## config.mk

```make
export PLATFORM = sky130hd
export DESIGN_NAME = spi_slave
export DESIGN_NICKNAME = d
export VERILOG_FILES = /design/src/rtl/spi_pkg.sv /design/src/rtl/spi_sync_edge.sv /design/src/rtl/spi_slave.sv
export SDC_FILE = /design/constraint.sdc
export NUM_CORES = 1
export LEC_CHECK = 0
export CAP_MARGIN = 25
export CORE_UTILIZATION = 35
export CTS_BUF_LIST = sky130_fd_sc_hd__clkbuf_4 sky130_fd_sc_hd__clkbuf_8
export CTS_CLUSTER_SIZE = 28
export DETAILED_ROUTE_END_ITERATION = 8
export HOLD_SLACK_MARGIN = 0.12
export MAX_ROUTING_LAYER = met4
export SETUP_SLACK_MARGIN = 0.2
export SYNTH_ARGS = -nofsm -noshare
export SYNTH_HDL_FRONTEND = slang
export SYNTH_SLANG_ARGS = --single-unit
```

## constraint.sdc

```tcl
create_clock -name clk -period 2.95 [get_ports clk]
set_input_delay 0.295 -clock clk [delete_from_list [all_inputs] [get_ports clk]]
set_output_delay 0.295 -clock clk [all_outputs]
set_load 0.02 [all_outputs]
```

## src/rtl/spi_pkg.sv

```systemverilog
`default_nettype none
// +---------------------------------------------------------------------------+
// | spi_pkg: shared constants for the SPI slave (sync depth, mode-0 edges).   |
// | Revision: 1.0                                                             |
// +---------------------------------------------------------------------------+
package spi_pkg;

  localparam int c_sync_depth = 3;

  typedef enum logic {
    EDGE_RISE = 1'b0,
    EDGE_FALL = 1'b1
  } edge_sel_t;

  // Mode 0: sample mosi on sclk rise, advance miso on sclk fall.
  localparam edge_sel_t c_sample_edge = EDGE_RISE;
  localparam edge_sel_t c_shift_edge  = EDGE_FALL;

endpackage
`default_nettype wire

```

## src/rtl/spi_sync_edge.sv

```systemverilog
`default_nettype none
// +---------------------------------------------------------------------------+
// | spi_sync_edge: 2-flop synchronizer plus one history flop for edge detect. |
// | Revision: 1.0                                                             |
// +---------------------------------------------------------------------------+
module spi_sync_edge
  import spi_pkg::*;
#(
  parameter logic RESET_VAL = 1'b0
) (
  input  logic clk,
  input  logic rst,
  input  logic din,
  output logic sync_level,
  output logic rise,
  output logic fall
);

  logic [c_sync_depth-1:0] r_sync;

  always_ff @(posedge clk or negedge rst) begin
    if (!rst) begin
      r_sync <= {c_sync_depth{RESET_VAL}};
    end else begin
      r_sync <= {r_sync[c_sync_depth-2:0], din};
    end
  end

  assign sync_level = r_sync[c_sync_depth-2];
  assign rise       =  r_sync[c_sync_depth-2] & ~r_sync[c_sync_depth-1];
  assign fall       = ~r_sync[c_sync_depth-2] &  r_sync[c_sync_depth-1];

endmodule
`default_nettype wire

```

## src/rtl/spi_slave.sv

```systemverilog
`default_nettype none
// +---------------------------------------------------------------------------+
// | spi_slave: mode-0 SPI slave, oversampled on clk. LSB-first by default;    |
// | define SPI_SLAVE_MSB_FIRST_EN for MSB-first.   Revision: 1.0              |
// +---------------------------------------------------------------------------+
module spi_slave
  import spi_pkg::*;
#(
  parameter int TXWIDTH = 8,
  parameter int RXWIDTH = 8
) (
  input  logic               clk,
  input  logic               rst,
  input  logic               sclk,
  input  logic               mosi,
  output logic               miso,
  input  logic               ss,
  input  logic [TXWIDTH-1:0] tx_buffer,
  input  logic               wr,
  output logic [RXWIDTH-1:0] rx_buffer
);

  localparam int c_tx_cw = $clog2(TXWIDTH);
  localparam int c_rx_cw = $clog2(RXWIDTH);
  localparam logic [c_tx_cw-1:0] c_tx_last = c_tx_cw'(TXWIDTH - 1);
  localparam logic [c_rx_cw-1:0] c_rx_last = c_rx_cw'(RXWIDTH - 1);
  localparam logic c_sample_level = (c_sample_edge == EDGE_RISE);
  localparam logic c_shift_level  = (c_shift_edge == EDGE_RISE);

  logic                    w_sclk_level;
  logic                    w_sclk_rise;
  logic                    w_sclk_fall;
  logic                    w_ss_level;
  logic                    w_ss_rise;
  logic                    w_ss_fall;
  logic                    w_sample;
  logic                    w_shift;
  logic                    w_mosi;
  logic                    w_tx_bit;
  logic [TXWIDTH-1:0]      w_tx_word;
  logic [TXWIDTH-1:0]      w_tx_shifted;
  logic [RXWIDTH-1:0]      w_rx_next;

  logic [c_sync_depth-2:0] r_mosi_sync;
  logic [TXWIDTH-1:0]      r_tx_hold;
  logic [TXWIDTH-1:0]      r_tx_shift;
  logic [RXWIDTH-1:0]      r_rx_shift;
  logic [c_tx_cw-1:0]      r_tx_cnt;
  logic [c_rx_cw-1:0]      r_rx_cnt;
  logic                    r_rx_done;

  spi_sync_edge #(.RESET_VAL(1'b0)) u_sclk_sync (
    .clk        (clk),
    .rst        (rst),
    .din        (sclk),
    .sync_level (w_sclk_level),
    .rise       (w_sclk_rise),
    .fall       (w_sclk_fall)
  );

  spi_sync_edge #(.RESET_VAL(1'b1)) u_ss_sync (
    .clk        (clk),
    .rst        (rst),
    .din        (ss),
    .sync_level (w_ss_level),
    .rise       (w_ss_rise),
    .fall       (w_ss_fall)
  );

  // mosi uses the same two-flop depth so it stays aligned with the sclk edge.
  always_ff @(posedge clk or negedge rst) begin
    if (!rst) begin
      r_mosi_sync <= '0;
    end else begin
      r_mosi_sync <= {r_mosi_sync[c_sync_depth-3:0], mosi};
    end
  end

  assign w_mosi   = r_mosi_sync[c_sync_depth-2];
  assign w_sample = (w_sclk_rise | w_sclk_fall) & (w_sclk_level == c_sample_level);
  assign w_shift  = (w_sclk_rise | w_sclk_fall) & (w_sclk_level == c_shift_level);

`ifdef SPI_SLAVE_MSB_FIRST_EN
  assign w_rx_next    = {r_rx_shift[RXWIDTH-2:0], w_mosi};
  assign w_tx_shifted = {r_tx_shift[TXWIDTH-2:0], 1'b0};
  assign w_tx_bit     = r_tx_shift[TXWIDTH-1];
`else
  assign w_rx_next    = {w_mosi, r_rx_shift[RXWIDTH-1:1]};
  assign w_tx_shifted = {1'b0, r_tx_shift[TXWIDTH-1:1]};
  assign w_tx_bit     = r_tx_shift[0];
`endif

  // A write landing on the word-start cycle must win over the stale holding value.
  assign w_tx_word = wr ? tx_buffer : r_tx_hold;
  assign miso      = ~w_ss_level & w_tx_bit;

  always_ff @(posedge clk or negedge rst) begin
    if (!rst) begin
      r_tx_hold  <= '0;
      r_tx_shift <= '0;
      r_rx_shift <= '0;
      r_tx_cnt   <= '0;
      r_rx_cnt   <= '0;
      r_rx_done  <= 1'b0;
      rx_buffer  <= '0;
    end else begin
      r_rx_done <= 1'b0;
      if (wr) begin
        r_tx_hold <= tx_buffer;
      end
      if (r_rx_done) begin
        rx_buffer <= r_rx_shift;
      end

      if (w_ss_level) begin
        r_tx_cnt <= '0;
        r_rx_cnt <= '0;
        if (w_ss_rise) begin
          r_tx_shift <= '0;
        end
      end else if (w_ss_fall) begin
        r_tx_shift <= w_tx_word;
        r_tx_cnt   <= '0;
        r_rx_cnt   <= '0;
      end else begin
        if (w_sample) begin
          r_rx_shift <= w_rx_next;
          if (r_rx_cnt == c_rx_last) begin
            r_rx_cnt  <= '0;
            r_rx_done <= 1'b1;
          end else begin
            r_rx_cnt <= r_rx_cnt + 1'b1;
          end
        end
        if (w_shift) begin
          if (r_tx_cnt == c_tx_last) begin
            r_tx_cnt   <= '0;
            r_tx_shift <= w_tx_word;
          end else begin
            r_tx_cnt   <= r_tx_cnt + 1'b1;
            r_tx_shift <= w_tx_shifted;
          end
        end
      end
    end
  end

endmodule
`default_nettype wire

```

Yosys cells after proc, flatten, opt, wreduce, memory -nomap -nowiden
Cells that the tools add are included.
{"block": "totals", "regBits": 47, "out_inout_bits": 9, "wordCells": 50}
{"block": "classes", "n_addsub": 2, "n_eq_ne": 3, "muxes": 18, "bitwise_logic": 13, "reduce_logical": 4}
{"cell": "8-bit two-way mux", "count": 6}
{"cell": "3-bit two-way mux", "count": 8}
{"cell": "1-bit bitwise AND", "count": 7}
{"cell": "3-bit by 1-bit adder with 3-bit output, second input constant", "count": 2}
{"cell": "3-bit == test, second input constant", "count": 2}
{"cell": "3-bit nonzero test", "count": 2}
{"cell": "1-bit NOT", "count": 5}
{"cell": "1-bit two-way mux", "count": 4}
{"cell": "3-bit AND reduction", "count": 1}
{"cell": "2-bit by 1-bit != test with 1-bit output, second input constant", "count": 1}
{"cell": "2-bit AND reduction", "count": 1}
{"cell": "1-bit bitwise OR", "count": 1}

Depth between registers and ports, before layout
{"block": "logic_depth", "depth_word": 7, "mapped_depth": 5}

Cells and area by module
A second synthesis with hierarchy kept.
{"block": "hier_totals", "hier_cells": 126, "hier_area_um2": 1929.4}
{"module": "spi_slave", "instances": 1, "cells_per_inst": 116, "area_per_inst_um2": 1745.4, "seq_area_each_um2": 1026.0}
{"module": "spi_sync_edge at u_ss_sync", "instances": 1, "cells_per_inst": 5, "area_per_inst_um2": 93.8, "seq_area_each_um2": 78.8}
{"module": "spi_sync_edge at u_sclk_sync", "instances": 1, "cells_per_inst": 5, "area_per_inst_um2": 90.1, "seq_area_each_um2": 75.1}

Least setup slack after synthesis
No wires, ideal clock.
{"block": "synth_path", "path_kind": "register to register", "startpoint": "register r_tx_cnt[0]", "endpoint": "register r_tx_shift[0]", "setup_ps": 130, "t_arrival_ps": 1308, "t_required_ps": 2820, "setup_slack_ps": 1512, "path_stages_with_launch": 6, "n_path_buf": 0, "period_less_slack_ps": 1438, "path_cell_list": "dfrtp_1 > ha_1 > ha_1 > a21oi_4 > mux2i_1 > o2bb2ai_1"}
{"block": "synth_between", "elab_chain_cells": 5}
{"element": "from (decl)", "line_no": "spi_slave.sv:48", "rtl": "logic [c_tx_cw-1:0] r_tx_cnt;"}
{"element": "from (signal assigned)", "line_no": "spi_slave.sv:140", "rtl": "r_tx_cnt <= r_tx_cnt + 1'b1;"}
{"element": "3-bit == test", "line_no": "spi_slave.sv:136", "rtl": "if (r_tx_cnt == c_tx_last) begin"}
{"element": "8-bit two-way mux", "line_no": "spi_slave.sv:136"}
{"element": "8-bit two-way mux", "line_no": "spi_slave.sv:135", "rtl": "if (w_shift) begin"}
{"element": "8-bit two-way mux", "line_no": "spi_slave.sv:121", "rtl": "end else if (w_ss_fall) begin"}
{"element": "8-bit two-way mux", "line_no": "spi_slave.sv:115", "rtl": "if (w_ss_level) begin"}
{"element": "to (signal assigned)", "line_no": "spi_slave.sv:122", "rtl": "r_tx_shift <= w_tx_word;"}
{"element": "to (signal assigned)", "line_no": "spi_slave.sv:138", "rtl": "r_tx_shift <= w_tx_word;"}
{"element": "to (signal assigned)", "line_no": "spi_slave.sv:141", "rtl": "r_tx_shift <= w_tx_shifted;"}
{"element": "to (decl)", "line_no": "spi_slave.sv:46", "rtl": "logic [TXWIDTH-1:0] r_tx_shift;"}
No other way between the ends. The select of a mux whose other input is x is not followed.
A chain may end at the register's enable or synchronous reset.

Worst setup path after layout
{"block": "layout_path", "startpoint": "register u_ss_sync.r_sync[1]", "endpoint": "output port miso"}
{"block": "layout_between", "elab_chain_cells": 2}
{"element": "from (decl)", "line_no": "spi_sync_edge.sv:19", "rtl": "logic [c_sync_depth-1:0] r_sync;"}
{"element": "from (signal assigned)", "line_no": "spi_sync_edge.sv:23", "rtl": "r_sync <= {c_sync_depth{RESET_VAL}};"}
{"element": "from (signal assigned)", "line_no": "spi_sync_edge.sv:25", "rtl": "r_sync <= {r_sync[c_sync_depth-2:0], din};"}
{"element": "1-bit NOT (no source line)"}
{"element": "1-bit bitwise AND", "line_no": "spi_slave.sv:95", "rtl": "assign miso = ~w_ss_level & w_tx_bit;"}
{"element": "to (decl)", "line_no": "spi_slave.sv:16", "rtl": "output logic miso,"}
No other way between the ends.

==> impl_metrics.json <==
{
  "tightest_slew_ns": 0.519,
  "stdcell_area_um2": 2270,
  "ys_warn_count": 0,
  "placed_area_um2": 2130,
  "multiInputGateArea_um2": 643,
  "rsz0062_at_grt": "false",
  "core_area_um2": 5110,
  "diodes": 0,
  "port_buffers": 22,
  "die_y_um": 74.8,
  "setup_slack_ns": 1.20,
  "dp_hpwl_um": 1910,
  "gp_congestion": 0.688,
  "area_growth_pct": 22.0,
  "ff_latch_area_um2": 1180,
  "final_cells": 217,
  "routed_wl_um": 2920,
  "die-area_um2": 5600,
  "cp-start-kind": "register",
  "pwr-share-seq_pct": 55.8,
  "initial_core_util_pct": 36.4,
  "finish.utilization_pct": 44.4,
  "worstHoldPathType": "register to register",
  "die_w_um": 74.8,
  "seq_area_frac_synth_pct": 63.5,
  "critPathBufInv": 1,
  "cp_slowest_cell": "dfstp_2",
  "p_per_area_nw_per_um2": 574,
  "ctsResizeCount": 0,
  "finalSetupViolCount": 0,
  "ant_nets": 0,
  "place_ws_ns": 1.17,
  "ios": 23,
  "drive_gt1_share_pct": 27.2,
  "grt_first_pass_wirelength_um": 5110,
  "worstPathCellList": "nor2b_1 -> clkdlybuf4s50_1",
  "fin_crit_sh_pct": 59.3,
  "synth_cell_type_count": 23,
  "grt_max_degree": 48,
  "netlist_instances": 121,
  "peakVddDrop_mv": 0.271,
  "drcViolationCount": 0,
  "nFillCells": 466,
  "overflow": 0,
  "pwr-share-comb_pct": 9.0,
  "fin_crit_ns": 1.75,
  "grt.total_usage_pct": 13.1,
  "tritoncts": "done",
  "drtPass1Iterations": 4,
  "synth_area_per_cell_um2": 15.3,
  "dpl.cell_count": 208,
  "postCtsSetupRepairBufs": 0,
  "status": "finished, final reports clean",
  "antenna_found_initial": 0,
  "regToRegSetupSlack_ns": 1.36,
  "final_cell_mix": "dfrtp_1 (44), mux2_2 (24), clkdlybuf4s50_1 (21), mux2i_1 (12)",
  "via_per_inst": 4.62,
  "p_switching_mw": 0.280,
  "max_slew_margin_pct": 65.3,
  "ctsHtreeMaxLevel": 2,
  "pwr-share-clk_pct": 35.2,
  "ys_seq_elements": 47,
  "layout_commonest_cell": "dfrtp_1",
  "fin_skew_ns": 0.00431,
  "final-hold-violation-count": 0,
  "p_int_mw": 1.02,
  "cap_violations": 0,
  "cp_data_required_time_ns": 2.65,
  "switching_share_pct": 21.5,
  "end_kind": "primary output",
  "clock.fmax_mhz": 572,
  "insertion_delay_ns": 0.29,
  "leakage_nw": 1.07,
  "path_max_fanout": 6,
  "worstSetupPathType": "register to primary output",
  "slowest_delay_ns": 0.58,
  "cts-buffers-inserted": 5,
  "grt_pass1_vias": 1137,
  "vias": 1003,
  "slew_violations": 0,
  "clk_pin_slew_ns": 0.08,
  "fin_setup_tns_ns": 0,
  "cp.arrival_ns": 1.45,
  "cts_root_buf": "clkbuf_8",
  "critPathTopFamily": "flip-flops",
  "wire_per_inst_um": 13.4,
  "synthesis.area_um2": 1860,
  "syn-num-nets": 139,
  "fin_nets": 165,
  "row_count": 26,
  "drtIter0Drc": 50,
  "cts_sinks": 47,
  "clockBufferDepth": 2
}
## synth_stat cells
master      n  share of area, %
mux2_2     24                15
nor3b_1     1              0.40
or2_1       1              0.34
inv_1       1              0.20
buf_6       1              0.61
a21oi_4     1              0.88
mux2i_1    12               6.5
nor2_1      7               1.4
a21oi_1     1              0.27
nor2_8      1               1.1
dfrtp_1    44                59
dfstp_2     3               4.2
nor3_1      2              0.54
and2_2      1              0.40
o2bb2ai_1   7               3.3
nor2b_1     2              0.67
ha_1        4               2.7
clkbuf_1    1              0.20
buf_2       2              0.54
nand2b_1    1              0.34
clkbuf_2    1              0.27
a21o_1      2              0.81
o21ai_2     1              0.47
## per-layer routing
| metal | GRT usage [%] | wire length [µm] | vias to the layer above |
|---|---|---|---|
| met2 | 20.8 | 1400 | 22 |
| met1 | 14.5 | 1290 | 494 |
| li1 | - | - | 478 |
| met4 | 9.22 | 95 | 0 |
| met3 | 3.21 | 129 | 9 |
| met5 | - | 0 | - |
## power groups by stage
stage               Combinational, mW  Clock, mW  Sequential (mW)
global placement                0.111          0            0.737
detailed placement              0.115          0            0.739
floorplan                      0.0769          0            0.730
CTS                             0.116      0.480            0.727
global route                    0.130      0.508            0.736
finish                          0.117      0.458            0.727
## flip-flops by register name, indices dropped and copies added (netlist names)
name and cells:
r_tx_hold 8, rx_buffer 8, u_sclk_sync.r_sync 3, r_mosi_sync 2, r_rx_done 1, r_tx_cnt 3, r_rx_shift 8, u_ss_sync.r_sync 3
r_tx_shift 8, r_rx_cnt 3
## per-stage QoR
step,power [mW],hold WS [ns]
6_report,1.30,0.352
5_1_grt,1.37,0.364
4_1_cts,1.32,0.208
3_5_place_dp,0.854,0.335
3_3_place_gp,0.847,0.335
2_1_floorplan,0.806,-0.000591
## kinds of logic after synthesis
| kind of cell | share of synthesized area (%) |
|---|---|
| buffers and inverters | 1.82 |
| DFF | 63.5 |
| AOI/OAI and AO/OA | 5.73 |
| muxes | 21.0 |
| adders and majority gates | 2.70 |
| and+or+nand+nor | 5.19 |
## worst register-to-register path: stages, from the launching register on
cell and delay, ns:
dfrtp_1 0.41, ha_1 0.22, ha_1 0.22, a21oi_4 0.30, mux2i_1 0.24, o2bb2ai_1 0.08
## area by class of cell
type / count / share of cell area [%]
Tap cell: 70 / 3.87
Timing Repair Buffer: 24 / 10.8
Inverter: 1 / 0.166
Clock buffer: 6 / 3.37
Clock inverter: 1 / 1.33
Multi-Input combinational cell: 68 / 28.4
Sequential cell: 47 / 52.1
## path summary, 6_finish.rpt
kind,cells after the start,start,endpoint
max in group asynchronous,3,rst,u_ss_sync.r_sync[1]
min,0,r_mosi_sync[0],r_mosi_sync[1]
min reg2reg,0,r_mosi_sync[0],r_mosi_sync[1]
max,2,u_ss_sync.r_sync[1],miso
max reg2reg,5,r_tx_cnt[0],r_tx_shift[0]
min in group asynchronous,2,rst,r_tx_hold[6]
## what timing repair did
action	CTS	global route
hold buffers	0	1
setup endpoints to repair	0	0
endpoints found under the hold margin	0	17
Note: power is estimated with default switching activity, not from simulation.
